==> src/rtl/cpu_pio_pkg.sv <==
// Shared constants for the cpu_pio_out register block.
package cpu_pio_pkg;

    localparam int unsigned ADDR_W = 3;
    localparam int unsigned BUS_W  = 32;

    localparam logic [ADDR_W-1:0] ADDR_DATA       = 3'd0;
    localparam logic [ADDR_W-1:0] ADDR_SET        = 3'd1;
    localparam logic [ADDR_W-1:0] ADDR_CLEAR      = 3'd2;
    localparam logic [ADDR_W-1:0] ADDR_TOGGLE     = 3'd3;
    localparam logic [ADDR_W-1:0] ADDR_BLINK_MASK = 3'd4;
    localparam logic [ADDR_W-1:0] ADDR_PERIOD     = 3'd5;
    localparam logic [ADDR_W-1:0] ADDR_PHASE      = 3'd6;

    localparam logic [BUS_W-1:0] READ_ZERO = 32'h0000_0000;

endpackage

==> src/rtl/cpu_pio_blink_timer.sv <==
// Blink half-period counter and phase bit. The phase flips every period+1
// cycles; period==0 parks the timer, and a period write restarts it.
module cpu_pio_blink_timer #(
    parameter int unsigned PERIOD_W = 24
) (
    input  logic                clk,
    input  logic                reset,
    input  logic [PERIOD_W-1:0] period,
    input  logic                period_wr,
    output logic                phase,
    output logic                phase_next_c
);

    logic [PERIOD_W-1:0] cnt_q, cnt_d;
    logic                phase_q, phase_d;

    // Next count/phase; a period write overrides counting and toggling.
    always_comb begin
        cnt_d   = cnt_q;
        phase_d = phase_q;
        if (period_wr) begin
            cnt_d   = '0;
            phase_d = 1'b0;
        end else if (period == '0) begin
            cnt_d   = '0;
            phase_d = 1'b0;
        end else if (cnt_q == period) begin
            cnt_d   = '0;
            phase_d = ~phase_q;
        end else begin
            cnt_d = cnt_q + PERIOD_W'(1);
        end
    end

    // Timer state register.
    always_ff @(posedge clk) begin
        if (reset) begin
            cnt_q   <= '0;
            phase_q <= 1'b0;
        end else begin
            cnt_q   <= cnt_d;
            phase_q <= phase_d;
        end
    end

    assign phase        = phase_q;
    assign phase_next_c = phase_d;

endmodule

==> src/rtl/cpu_pio_out.sv <==
// Avalon-MM parallel output port with SET/CLEAR/TOGGLE aliases.
// Optional per-channel blinking is built in when CPU_PIO_OUT_BLINK_EN is defined.
module cpu_pio_out
    import cpu_pio_pkg::*;
#(
    parameter int unsigned     WIDTH       = 3,
    parameter logic [WIDTH-1:0] RESET_VALUE = '0,
    parameter int unsigned     PERIOD_W    = 24
) (
    input  logic              clk,
    input  logic              reset,
    input  logic [ADDR_W-1:0] address,
    input  logic              chipselect,
    input  logic              write_n,
    input  logic [BUS_W-1:0]  writedata,
    output logic [BUS_W-1:0]  readdata,
    output logic [WIDTH-1:0]  out_port
);

    if (WIDTH < 1 || WIDTH > 32) begin : g_bad_width
        $error("cpu_pio_out: WIDTH out of range 1..32");
    end
    if (PERIOD_W < 1 || PERIOD_W > 32) begin : g_bad_period_w
        $error("cpu_pio_out: PERIOD_W out of range 1..32");
    end

    logic             wr_c;
    logic [WIDTH-1:0] wd_c;
    logic [WIDTH-1:0] data_q, data_d;
    logic [WIDTH-1:0] out_port_q, out_port_d;
    logic             unused_writedata_c;

    assign wr_c               = chipselect & ~write_n;
    assign wd_c               = writedata[WIDTH-1:0];
    assign unused_writedata_c = ^writedata;

    // DATA next value from direct write or bit-wise alias writes.
    always_comb begin
        data_d = data_q;
        if (wr_c) begin
            case (address)
                ADDR_DATA:   data_d = wd_c;
                ADDR_SET:    data_d = data_q | wd_c;
                ADDR_CLEAR:  data_d = data_q & ~wd_c;
                ADDR_TOGGLE: data_d = data_q ^ wd_c;
                default:     data_d = data_q;
            endcase
        end
    end

`ifdef CPU_PIO_OUT_BLINK_EN
    logic [WIDTH-1:0]    mask_q, mask_d;
    logic [PERIOD_W-1:0] period_q, period_d;
    logic                period_wr_c;
    logic                phase_q;
    logic                phase_next_c;

    // BLINK_MASK and PERIOD register writes.
    always_comb begin
        mask_d      = mask_q;
        period_d    = period_q;
        period_wr_c = 1'b0;
        if (wr_c && address == ADDR_BLINK_MASK) begin
            mask_d = wd_c;
        end
        if (wr_c && address == ADDR_PERIOD) begin
            period_d    = writedata[PERIOD_W-1:0];
            period_wr_c = 1'b1;
        end
    end

    cpu_pio_blink_timer #(
        .PERIOD_W (PERIOD_W)
    ) u_blink_timer (
        .clk          (clk),
        .reset        (reset),
        .period       (period_q),
        .period_wr    (period_wr_c),
        .phase        (phase_q),
        .phase_next_c (phase_next_c)
    );

    // Output uses next-state values so it lines up with the register contents.
    always_comb begin
        out_port_d = data_d & ~(mask_d & {WIDTH{phase_next_c}});
    end

    // Blink configuration registers.
    always_ff @(posedge clk) begin
        if (reset) begin
            mask_q   <= '0;
            period_q <= '0;
        end else begin
            mask_q   <= mask_d;
            period_q <= period_d;
        end
    end
`else
    // Without blinking the output simply mirrors DATA.
    always_comb begin
        out_port_d = data_d;
    end
`endif

    // DATA and output registers; reset wins over a same-cycle write.
    always_ff @(posedge clk) begin
        if (reset) begin
            data_q     <= RESET_VALUE;
            out_port_q <= RESET_VALUE;
        end else begin
            data_q     <= data_d;
            out_port_q <= out_port_d;
        end
    end

    // Zero-wait-state read mux; write-only and reserved addresses read zero.
    always_comb begin
        readdata = READ_ZERO;
        case (address)
            ADDR_DATA:       readdata = BUS_W'(data_q);
`ifdef CPU_PIO_OUT_BLINK_EN
            ADDR_BLINK_MASK: readdata = BUS_W'(mask_q);
            ADDR_PERIOD:     readdata = BUS_W'(period_q);
            ADDR_PHASE:      readdata = BUS_W'(phase_q);
`endif
            default:         readdata = READ_ZERO;
        endcase
    end

    assign out_port = out_port_q;

endmodule

==> config.mk <==
export PLATFORM = sky130hd
export DESIGN_NAME = cpu_pio_out
export DESIGN_NICKNAME = d
export VERILOG_FILES = /design/src/rtl/cpu_pio_pkg.sv /design/src/rtl/cpu_pio_blink_timer.sv /design/src/rtl/cpu_pio_out.sv
export SDC_FILE = /design/constraint.sdc
export NUM_CORES = 1
export LEC_CHECK = 0
export ABC_AREA = 1
export CORE_UTILIZATION = 26
export DETAILED_ROUTE_END_ITERATION = 6
export HOLD_SLACK_MARGIN = 0.08
export PLACE_DENSITY_LB_ADDON = 0.15
export SLEW_MARGIN = 10
export SYNTH_ARGS = -nofsm -noshare
export SYNTH_HDL_FRONTEND = slang
export SYNTH_SLANG_ARGS = --single-unit
==> constraint.sdc <==
create_clock -name clk -period 2.6 [get_ports clk]
set_input_delay 0.52 -clock clk [delete_from_list [all_inputs] [get_ports clk]]
set_output_delay 0.52 -clock clk [all_outputs]
set_load 0.05 [all_outputs]
# After elaboration in Yosys (flattened, before gate mapping)
# Index checks and enable logic that the tools add are counted.
totals:
  ff_bits: 3
  output_inout_bits: 35
op_classes:
  n_eq_ne: 3
  mux: 2
  n_bitwise: 6
  reduce_logical: 3
op_table:
  columns: ["cell", "count"]
  rows:
  - ["3-bit case mux with 4 select lines", 1]
  - ["3-bit by 2-bit equality test with 1-bit output, second input constant", 2]
  - ["4-bit nonzero test", 1]
  - ["3-bit bitwise AND", 1]
  - ["3-bit by 1-bit equality test with 1-bit output, second input constant", 1]
  - ["3-bit zero test", 1]
  - ["3-bit two-way mux", 1]
  - ["3-bit NOT", 1]
  - ["3-bit OR", 1]
  - ["3-bit XOR", 1]
  - ["2-bit AND reduction", 1]
  - ["1-bit bitwise AND", 1]
  - ["1-bit NOT", 1]

# Longest topological paths before layout
# Gate-level depths: netlist of the first run.
depth:
  depth_word: 3
  ltp_mapped: 7
  mapped_depth_nobuf: 7

# Worst setup path before layout of the first run
# OpenSTA, ideal clock, no wires.
synth_timing:
  path_kind: "in2out"
  from: "input port address[1]"
  to: "output port readdata[0]"
  arrival_time_ns: 1.459
  required_time_ns: 2.080
  setup_slack_ns: 0.621
  stages: 3
  path_buffers: 0
  cell_sequence: "nor2_1 -> nand2_1 -> nor2_1"
synth_via:
  elab_chain_len: 2
synth_lines:
  columns: ["item", "line_no", "source"]
  rows:
  - ["from (decl)", "cpu_pio_out.sv:12", "input logic [ADDR_W-1:0] address,"]
  - ["3-bit zero test", "cpu_pio_out.sv:119", "case (address)"]
  - ["3-bit two-way mux", "cpu_pio_out.sv:119", null]
  - ["to (decl)", "cpu_pio_out.sv:16", "output logic [BUS_W-1:0] readdata,"]
# Every way passes these cells.

# Final worst setup path of the first run
# Ends and elaborated chain as after synthesis.

==> results of run 1 <==
[metal layers]
metal	global-route usage [%]	up-vias	wire length [um]
met5	0	-	0
met4	6.67	0	0
met3	3.02	0	77
met2	12.7	27	463
met1	13.1	195	436
li1	-	246	-
[final cells by class]
type	count	area, sq um	area share, %
clock buffers	4	26.3	3.83
inverters	8	30.0	4.37
repair buffers	16	188	27.3
well taps	27	33.8	4.92
multi-input cells	75	349	50.8
flip-flops and latches	3	60.1	8.74
[worst max-delay path: stages]
cell	delay, ns
clkdlybuf4s50_1	0.47
nor2_1	0.17
nand2_1	0.13
nor2_1	0.22
buf_12	0.17
[synthesized netlist by cell type, drive strengths merged]
library cell,n
nand2,17
buf,29
inv,8
ha,6
conb,1
dfxtp,3
a21oi,6
nand3,3
nor2,13
o21ai,1
[power breakdown]
group	switching (W)	leakage, nW	total [W]	internal [W]
sequential	0.00000201	0.0244	0.0000503	0.0000483
clock	0.0000228	0.0150	0.0000802	0.0000574
combinational	0.000121	0.304	0.000147	0.0000263
total	0.000146	0.343	0.000278	0.000132
[placed cells by master (no fill, tap or decap), drive strengths merged]
master         netlist  routed
inv                  8       8
nand2               17      17
clkdlybuf4s50        0      12
o21ai                1       1
clkbuf               0       4
conb                 1      29
buf                 29       4
ha                   6       6
dfxtp                3       3
nand3                3       3
a21oi                6       6
nor2                13      13
[through the flow]
| step | util [%] | hold slack, ns | cell area, sq um | power [W] | std cells |
|---|---|---|---|---|---|
| floorplan | - | 0.589 | 657 | 0.000204 | 115 |
| global placement | 33.3 | 0.495 | 661 | 0.000197 | 129 |
| detailed placement | 33.3 | 0.493 | 661 | 0.000198 | 129 |
| CTS | 34.7 | 0.501 | 687 | 0.000283 | 133 |
| global route | 34.7 | 0.533 | 687 | 0.000298 | 133 |
| finish | 34.7 | 0.494 | 687 | 0.000278 | 133 |
[path summary, 6_finish.rpt]
kind                               to  slack (ns)  cells past startpoint                     start
max reg2reg  out_port[2]$_SDFFE_PP0P_        1.47                      6  out_port[2]$_SDFFE_PP0P_
max                       readdata[0]        0.40                      5                address[1]
min reg2reg  out_port[0]$_SDFFE_PP0P_        0.49                      2  out_port[0]$_SDFFE_PP0P_
min          out_port[0]$_SDFFE_PP0P_        0.49                      2  out_port[0]$_SDFFE_PP0P_
[logic make-up (layout without fill, tap and decap cells)]
group           after synthesis  count (layout)  share of synthesized area (%)
simple gates                 33              33                           23.6
fa+ha+maj                     6               6                           13.6
flops                         3               3                           10.9
compound gates                7               7                           6.35
other cells                   1              29                          0.680
buf+inv                      37              28                           44.9
==> metrics.csv, run 1 <==
metric,value,unit
netlist_top_cells_area,"buf_4 39%, ha_1 14%, dfxtp_1 11%",
overflow,0,
clock_latency,0.23,ns
post_cts_resized,0,
worst_slew_pin_slew,0.504,ns
drtIter0Drc,6,
grt_pass1_vias,351,
area_delta_synth_final,24.5,%
ys_ff_latch,3,
synth.top_cell.area_share,39.5,%
nNetsFinal,152,
wl_per_cell,7.35,um
n_fill_cell,220,
holdCritPathClass,reg2reg,
initial_core_util,27.8,%
seq_area_frac_synth,10.9,%
buffer_ports.inserted,15,
yosys.area.top_type,buf_4,
vias,468,
gp_congestion,0.696,
status,completed,
post-dp-hpwl,842,um
place_ws,0.418,ns
maxSlewViolCount,0,
core_area,0.00198,sq mm
synth_warnings,0,
drive_gt1_share,7.55,%
path_class,in2out,
hold_viol_final,0,
routed_wl,977,um
cts_sinks,3,
synth.avg_cell_area,6.34,sq um
fin_skew,0,ns
ios,74,
syn_area,552,sq um
critPathRequiredTime,2.08,ns
post-cts-setup-buffers,0,
final.setup.worst_slack,0.404,ns
power.density,405,mW/mm^2
cts_max_level,1,
track_usage,9.65,%
finalSetupViolCount,0,
setup_tns,0,ns
arrival,1.68,ns
antenna_cells,0,
vias_per_cell,3.52,
path_max_fanout,5,
clockBufferDepth,2,
drc,0,
cp-end-kind,output pin,
row_count,16,
syn_inst,87,
hold_buffers,0,
start_kind,primary input,
irDropWorstVdd,0.207,mV
finalCriticalPeriod,2.20,ns
drv_cap,0,
antenna_found_initial,0,
die_y,48.1,um
grt_pass1_wl,1500,um
p_leak,0.343,nW
fp.dieW,48.1,um
fmax,455,MHz
cts_tree,built,
rsz0062_at_grt,no,
drtPass1Iterations,4,
period_share,84.5,%
clk_pin_slew,0.03,ns
grt_max_degree,7,
largest_reg_flops,3,
cts_buffers,3,
ys_types,11,
slew_headroom,66.3,%
ant_nets,0,
cts-root-buf,clkbuf_4,
die_area,0.00231,sq mm
Power figures use the tool's default switching activity.
==> run 2, diff against run 1 <==
--- a/config.mk
+++ b/config.mk
@@ -6,7 +6,7 @@
 export NUM_CORES = 1
 export LEC_CHECK = 0
 export ABC_AREA = 1
-export CORE_UTILIZATION = 26
+export CORE_UTILIZATION = 22
 export DETAILED_ROUTE_END_ITERATION = 6
 export HOLD_SLACK_MARGIN = 0.08
 export PLACE_DENSITY_LB_ADDON = 0.15
==> constraint.sdc (replaced) <==
create_clock -name clk -period 1.9 [get_ports clk]
set_input_delay 0.38 -clock clk [delete_from_list [all_inputs] [get_ports clk]]
set_output_delay 0.38 -clock clk [all_outputs]
set_load 0.05 [all_outputs]
==> run 2 against run 1 <==
Effect of this change:
- sequential power up 37%
- clock-buffer cell count unchanged
- critical endpoint is now readdata[1]
- hold slack better by 0.0069 ns
- clock skew unchanged
==> metrics.csv, run 2 (synthesis results as in run 1) <==
metric,value,unit,change
r2r_cells,6,,unchanged
period_share,97.8,%,
hold_end,out_port[1]$_SDFFE_PP0P_,,
antenna_found_initial,0,,unchanged
final_cell_mix,"29 x conb_1, 16 x nand2_1, 13 x nor2_1",,
maxSlewViolCount,0,,unchanged
finalSetupViolCount,0,,unchanged
cts_tree,built,,
vias,488,,+4.3%
hold_viol_final,0,,unchanged
ios,74,,unchanged
cp-end-kind,output pin,,
critPathRequiredTime,1.52,ns,-0.56 ns
cts_sinks,3,,unchanged
fin_skew,0,ns,unchanged
area_delta_synth_final,26.1,%,
crit_top_cell,nor2_1,,
use_met3,2.05,%,-0.97 points
clock_latency,0.23,ns,about the same
vias_per_cell,3.59,,+2.0%
grt_max_degree,7,,unchanged
row_count,17,,+1
finalCriticalPeriod,1.86,ns,
cts_buffers,3,,unchanged
final_common_cell,conb_1,,
path_max_fanout,3,,-2
hold_buffers,0,,unchanged
arrival,1.48,ns,-0.20 ns
busiest_layer,met2,,
wl_per_cell,7.54,um,+2.6%
holdPathStages,2,,unchanged
rsz0062_at_grt,yes,,
start_kind,primary input,,
core_area,0.00230,sq mm,+16%
fin_cells,136,,+2.3%
die_y,52.1,um,+8.4%
irDropWorstVdd,0.262,mV,+27%
power,0.000384,W,+38%
r2r-end,out_port[0]$_SDFFE_PP0P_,,
routed_wl,1030,um,+4.9%
final.setup.worst_slack,0.0416,ns,-0.362 ns
fmax,538,MHz,
ant_nets,0,,unchanged
crit_chain,"clkdlybuf4s50_1, nor2_1, nand2_1, nor2_1, buf_12",,
power.density,552,mW/mm^2,+36%
path_class,in2out,,
die_area,0.00271,sq mm,+17%
dpl.cell_count,132,,+2.3%
clockBufferDepth,2,,unchanged
place_ws,0.0477,ns,-0.371 ns
status,completed,,
slowest_stage,clkdlybuf4s50_1,,
largest_reg_flops,3,,unchanged
drv_cap,0,,unchanged
post_cts_resized,0,,unchanged
drtPass1Iterations,3,,-1
drive_gt1_share,12.0,%,+4.5 points
drtIter0Drc,6,,unchanged
drc,0,,unchanged
grt_pass1_wl,1570,um,+5.1%
setup_tns,0,ns,unchanged
rr_startpoint,out_port[0]$_SDFFE_PP0P_,,
hold_start,out_port[1]$_SDFFE_PP0P_,,
initial_core_util,24.0,%,-3.8 points
met1_usage,9.66,%,-3.4 points
post-cts-setup-buffers,0,,unchanged
critPathLaunch,address[1],,
p_leak,0.358,nW,+4.5%
post-dp-hpwl,854,um,+1.4%
buffer_ports.inserted,15,,unchanged
cts-root-buf,clkbuf_4,,
fp.dieW,52.1,um,+8.4%
nNetsFinal,154,,+1.3%
track_usage,8.22,%,-1.4 points
r2r_slack,0.80,ns,-0.67 ns
clk_pin_slew,0.03,ns,about the same
grt_pass1_vias,348,,-0.85%
cts_max_level,1,,unchanged
antenna_cells,0,,unchanged
overflow,0,,unchanged
gp_congestion,0.707,,+1.6%
holdCritPathClass,reg2reg,,
gr-usage-met2,13.0,%,+0.33 points
crit_path_max_incr_delay,0.42,ns,-0.05 ns
run 2: cell types whose count changed in the layout (fill, tap and decap cells not counted), sizes merged:
cell           before  now
clkdlybuf4s50      12    9
buf                 4    9
run 2: final cells by class:
type	count	area (sq um)
clock buffer	4	26.3
fill	265	1600
inverter	8	30.0
multi-input combinational	75	349
sequential	3	60.1
tap	28	35.0
timing repair buffer	18	195
run 2: critical path, delay by kind of cell:
family        cells  cell delay (ns)
simple gates      3             0.50
buf+inv           2             0.59
run 2: power by group:
part           internal [W]  switching [W]  total [W]
combinational     0.0000377       0.000166   0.000204
sequential        0.0000661     0.00000275  0.0000689
clock             0.0000786      0.0000326   0.000111
run 2: worst max path at each step:
stage	to	slack, ns	depth (start not counted)
final	readdata[1]	0.04	5
after global routing	readdata[1]	-0.07	5
after CTS	readdata[1]	0.03	5
after detailed placement	readdata[1]	0.05	5
after global placement	readdata[1]	0.02	5
after floorplan	readdata[0]	0.08	2
run 2: metal layers:
metal / vias to the layer above / wire length [um]
met3: 3 / 57
met1: 207 / 462
li1: 251 / -
met4: 0 / 21
met5: - / 0
met2: 27 / 483
run 2: stage by stage:
step	area, sq um	utilization (%)	hold slack [ns]
6_report	696	30.3	0.501
3_5_place_dp	669	29.1	0.501
3_3_place_gp	669	29.1	0.495
5_1_grt	696	30.3	0.532
4_1_cts	696	30.3	0.507
2_1_floorplan	657	-	0.449
==> run 3, diff against run 2 <==
--- a/config.mk
+++ b/config.mk
@@ -6,10 +6,12 @@
 export NUM_CORES = 1
 export LEC_CHECK = 0
 export ABC_AREA = 1
+export CORE_MARGIN = 2
 export CORE_UTILIZATION = 22
 export DETAILED_ROUTE_END_ITERATION = 6
 export HOLD_SLACK_MARGIN = 0.08
 export PLACE_DENSITY_LB_ADDON = 0.15
+export SETUP_SLACK_MARGIN = 0.2
 export SLEW_MARGIN = 10
 export SYNTH_ARGS = -nofsm -noshare
 export SYNTH_HDL_FRONTEND = slang
==> run 3 against run 2 <==
Effect of this change:
- register-to-register slack worse by 0.05 ns
- first-iteration DRC count down 67%
- critical path depth unchanged
- power up 0.68%
- critical endpoint unchanged
- largest cell class unchanged
==> metrics.csv, run 3 (synthesis results as in run 1) <==
metric,value,unit,change
overflow,0,,unchanged
cp-end-kind,output pin,,
grt_max_degree,7,,unchanged
buffer_ports.inserted,15,,unchanged
drc,0,,unchanged
grt_pass1_vias,430,,+24%
fp.dieW,54.1,um,+3.8%
nNetsFinal,156,,+1.3%
final_cell_mix,"29 x conb_1, 15 x nand2_1, 9 x nor2_1",,
cts-root-buf,clkbuf_4,,
critPathRequiredTime,1.52,ns,about the same
clockBufferDepth,2,,unchanged
crit_path_max_incr_delay,0.25,ns,-0.17 ns
fmax,638,MHz,+19%
hold_viol_final,0,,unchanged
antenna_cells,0,,unchanged
finalCriticalPeriod,1.57,ns,-0.290 ns
irDropWorstVdd,0.246,mV,-6.3%
slowest_stage,dlygate4sd2_1,,
drive_gt1_share,19.1,%,+7.1 points
final_common_cell,conb_1,,
routed_wl,1090,um,+6.3%
wl_per_cell,7.79,um,+3.3%
final_util,30.7,%,+0.38 points
clk_pin_slew,0.03,ns,about the same
post-dp-hpwl,921,um,+8.0%
die_area,0.00292,sq mm,+7.8%
fin_skew,0,ns,unchanged
p_leak,0.386,nW,+7.8%
die_y,54.1,um,+3.8%
cts_max_level,1,,unchanged
cts_buffers,3,,unchanged
path_max_fanout,3,,unchanged
finalSetupViolCount,0,,unchanged
rsz0062_at_grt,no,,
vias,498,,+2.0%
area_delta_synth_final,35.1,%,
start_kind,primary input,,
path_class,in2out,,
gp_congestion,0.687,,-2.9%
drtPass1Iterations,4,,+1
clock_latency,0.23,ns,about the same
arrival,1.19,ns,-0.29 ns
status,completed,,
ant_nets,0,,unchanged
crit_chain,"dlygate4sd2_1, nor2_2, nand2_4, nor2_4, buf_12",,
hold_buffers,0,,unchanged
setup_tns,0,ns,unchanged
n_fill_cell,286,,+7.9%
drv_cap,0,,unchanged
largest_reg_flops,3,,unchanged
core_area,0.00243,sq mm,+5.9%
period_share,82.5,%,-15 points
grt_pass1_wl,1770,um,+13%
drtIter0Drc,2,,-4
initial_core_util,22.7,%,-1.3 points
track_usage,8.18,%,-0.046 points
maxSlewViolCount,0,,unchanged
holdCritPathClass,reg2reg,,
vias_per_cell,3.56,,-0.87%
row_count,18,,+1
antenna_found_initial,0,,unchanged
ios,74,,unchanged
cts_sinks,3,,unchanged
power.density,519,mW/mm^2,-6.1%
cts_tree,built,,
## run 3: cell type report
type / count / area [sq um] / area share [%]
flip-flops and latches: 3 / 60.1 / 8.05
repair buffers: 20 / 210 / 28.2
inverters: 8 / 30.0 / 4.03
multi-input cells: 75 / 382 / 51.2
well taps: 30 / 37.5 / 5.03
clock buffers: 4 / 26.3 / 3.52
## run 3: worst paths after layout
kind / from / endpoint / slack (ns) / depth (start not counted)
max: address[0] / readdata[1] / 0.33 / 5
min: out_port[0]$_SDFFE_PP0P_ / out_port[0]$_SDFFE_PP0P_ / 0.50 / 2
max reg2reg: out_port[2]$_SDFFE_PP0P_ / out_port[2]$_SDFFE_PP0P_ / 0.75 / 6
min reg2reg: out_port[0]$_SDFFE_PP0P_ / out_port[0]$_SDFFE_PP0P_ / 0.50 / 2
## run 3: metal layers
layer	vias up	global-route usage [%]	part of all wire (%)
li1	255	-	-
met1	218	10.0	41
met2	25	14.2	50
met3	0	0.833	8.8
met4	0	3.75	0
met5	-	0	0
## run 3: power by group
part / internal, W / leakage, nW / switching, W
clock network: 0.0000784 / 0.0150 / 0.0000282
registers: 0.0000661 / 0.0244 / 0.00000283
logic: 0.0000395 / 0.347 / 0.000172
## run 3: through the flow
stage	area [sq um]	worst slack, ns	total power, W	instances	hold WS [ns]
4_1_cts	743	0.209	0.000393	140	0.513
5_1_grt	746	0.297	0.000415	140	0.547
3_5_place_dp	679	0.0395	0.000275	134	0.503
2_1_floorplan	664	0.278	0.000281	115	0.449
6_report	746	0.332	0.000387	140	0.499
3_3_place_gp	679	0.0419	0.000274	134	0.502
## run 3: what timing repair did
item / 4_1_cts / 5_1_grt
endpoints found under the setup margin: 3 / 1
gates resized for setup: 9 / 1
pin swaps: 3 / 1
buffers inserted: 2 / 0
## run 3: critical path: cells and delay by family
kind	cells	cell delay, ns
AND/OR/NAND/NOR	3	0.41
buffers and inverters	2	0.39
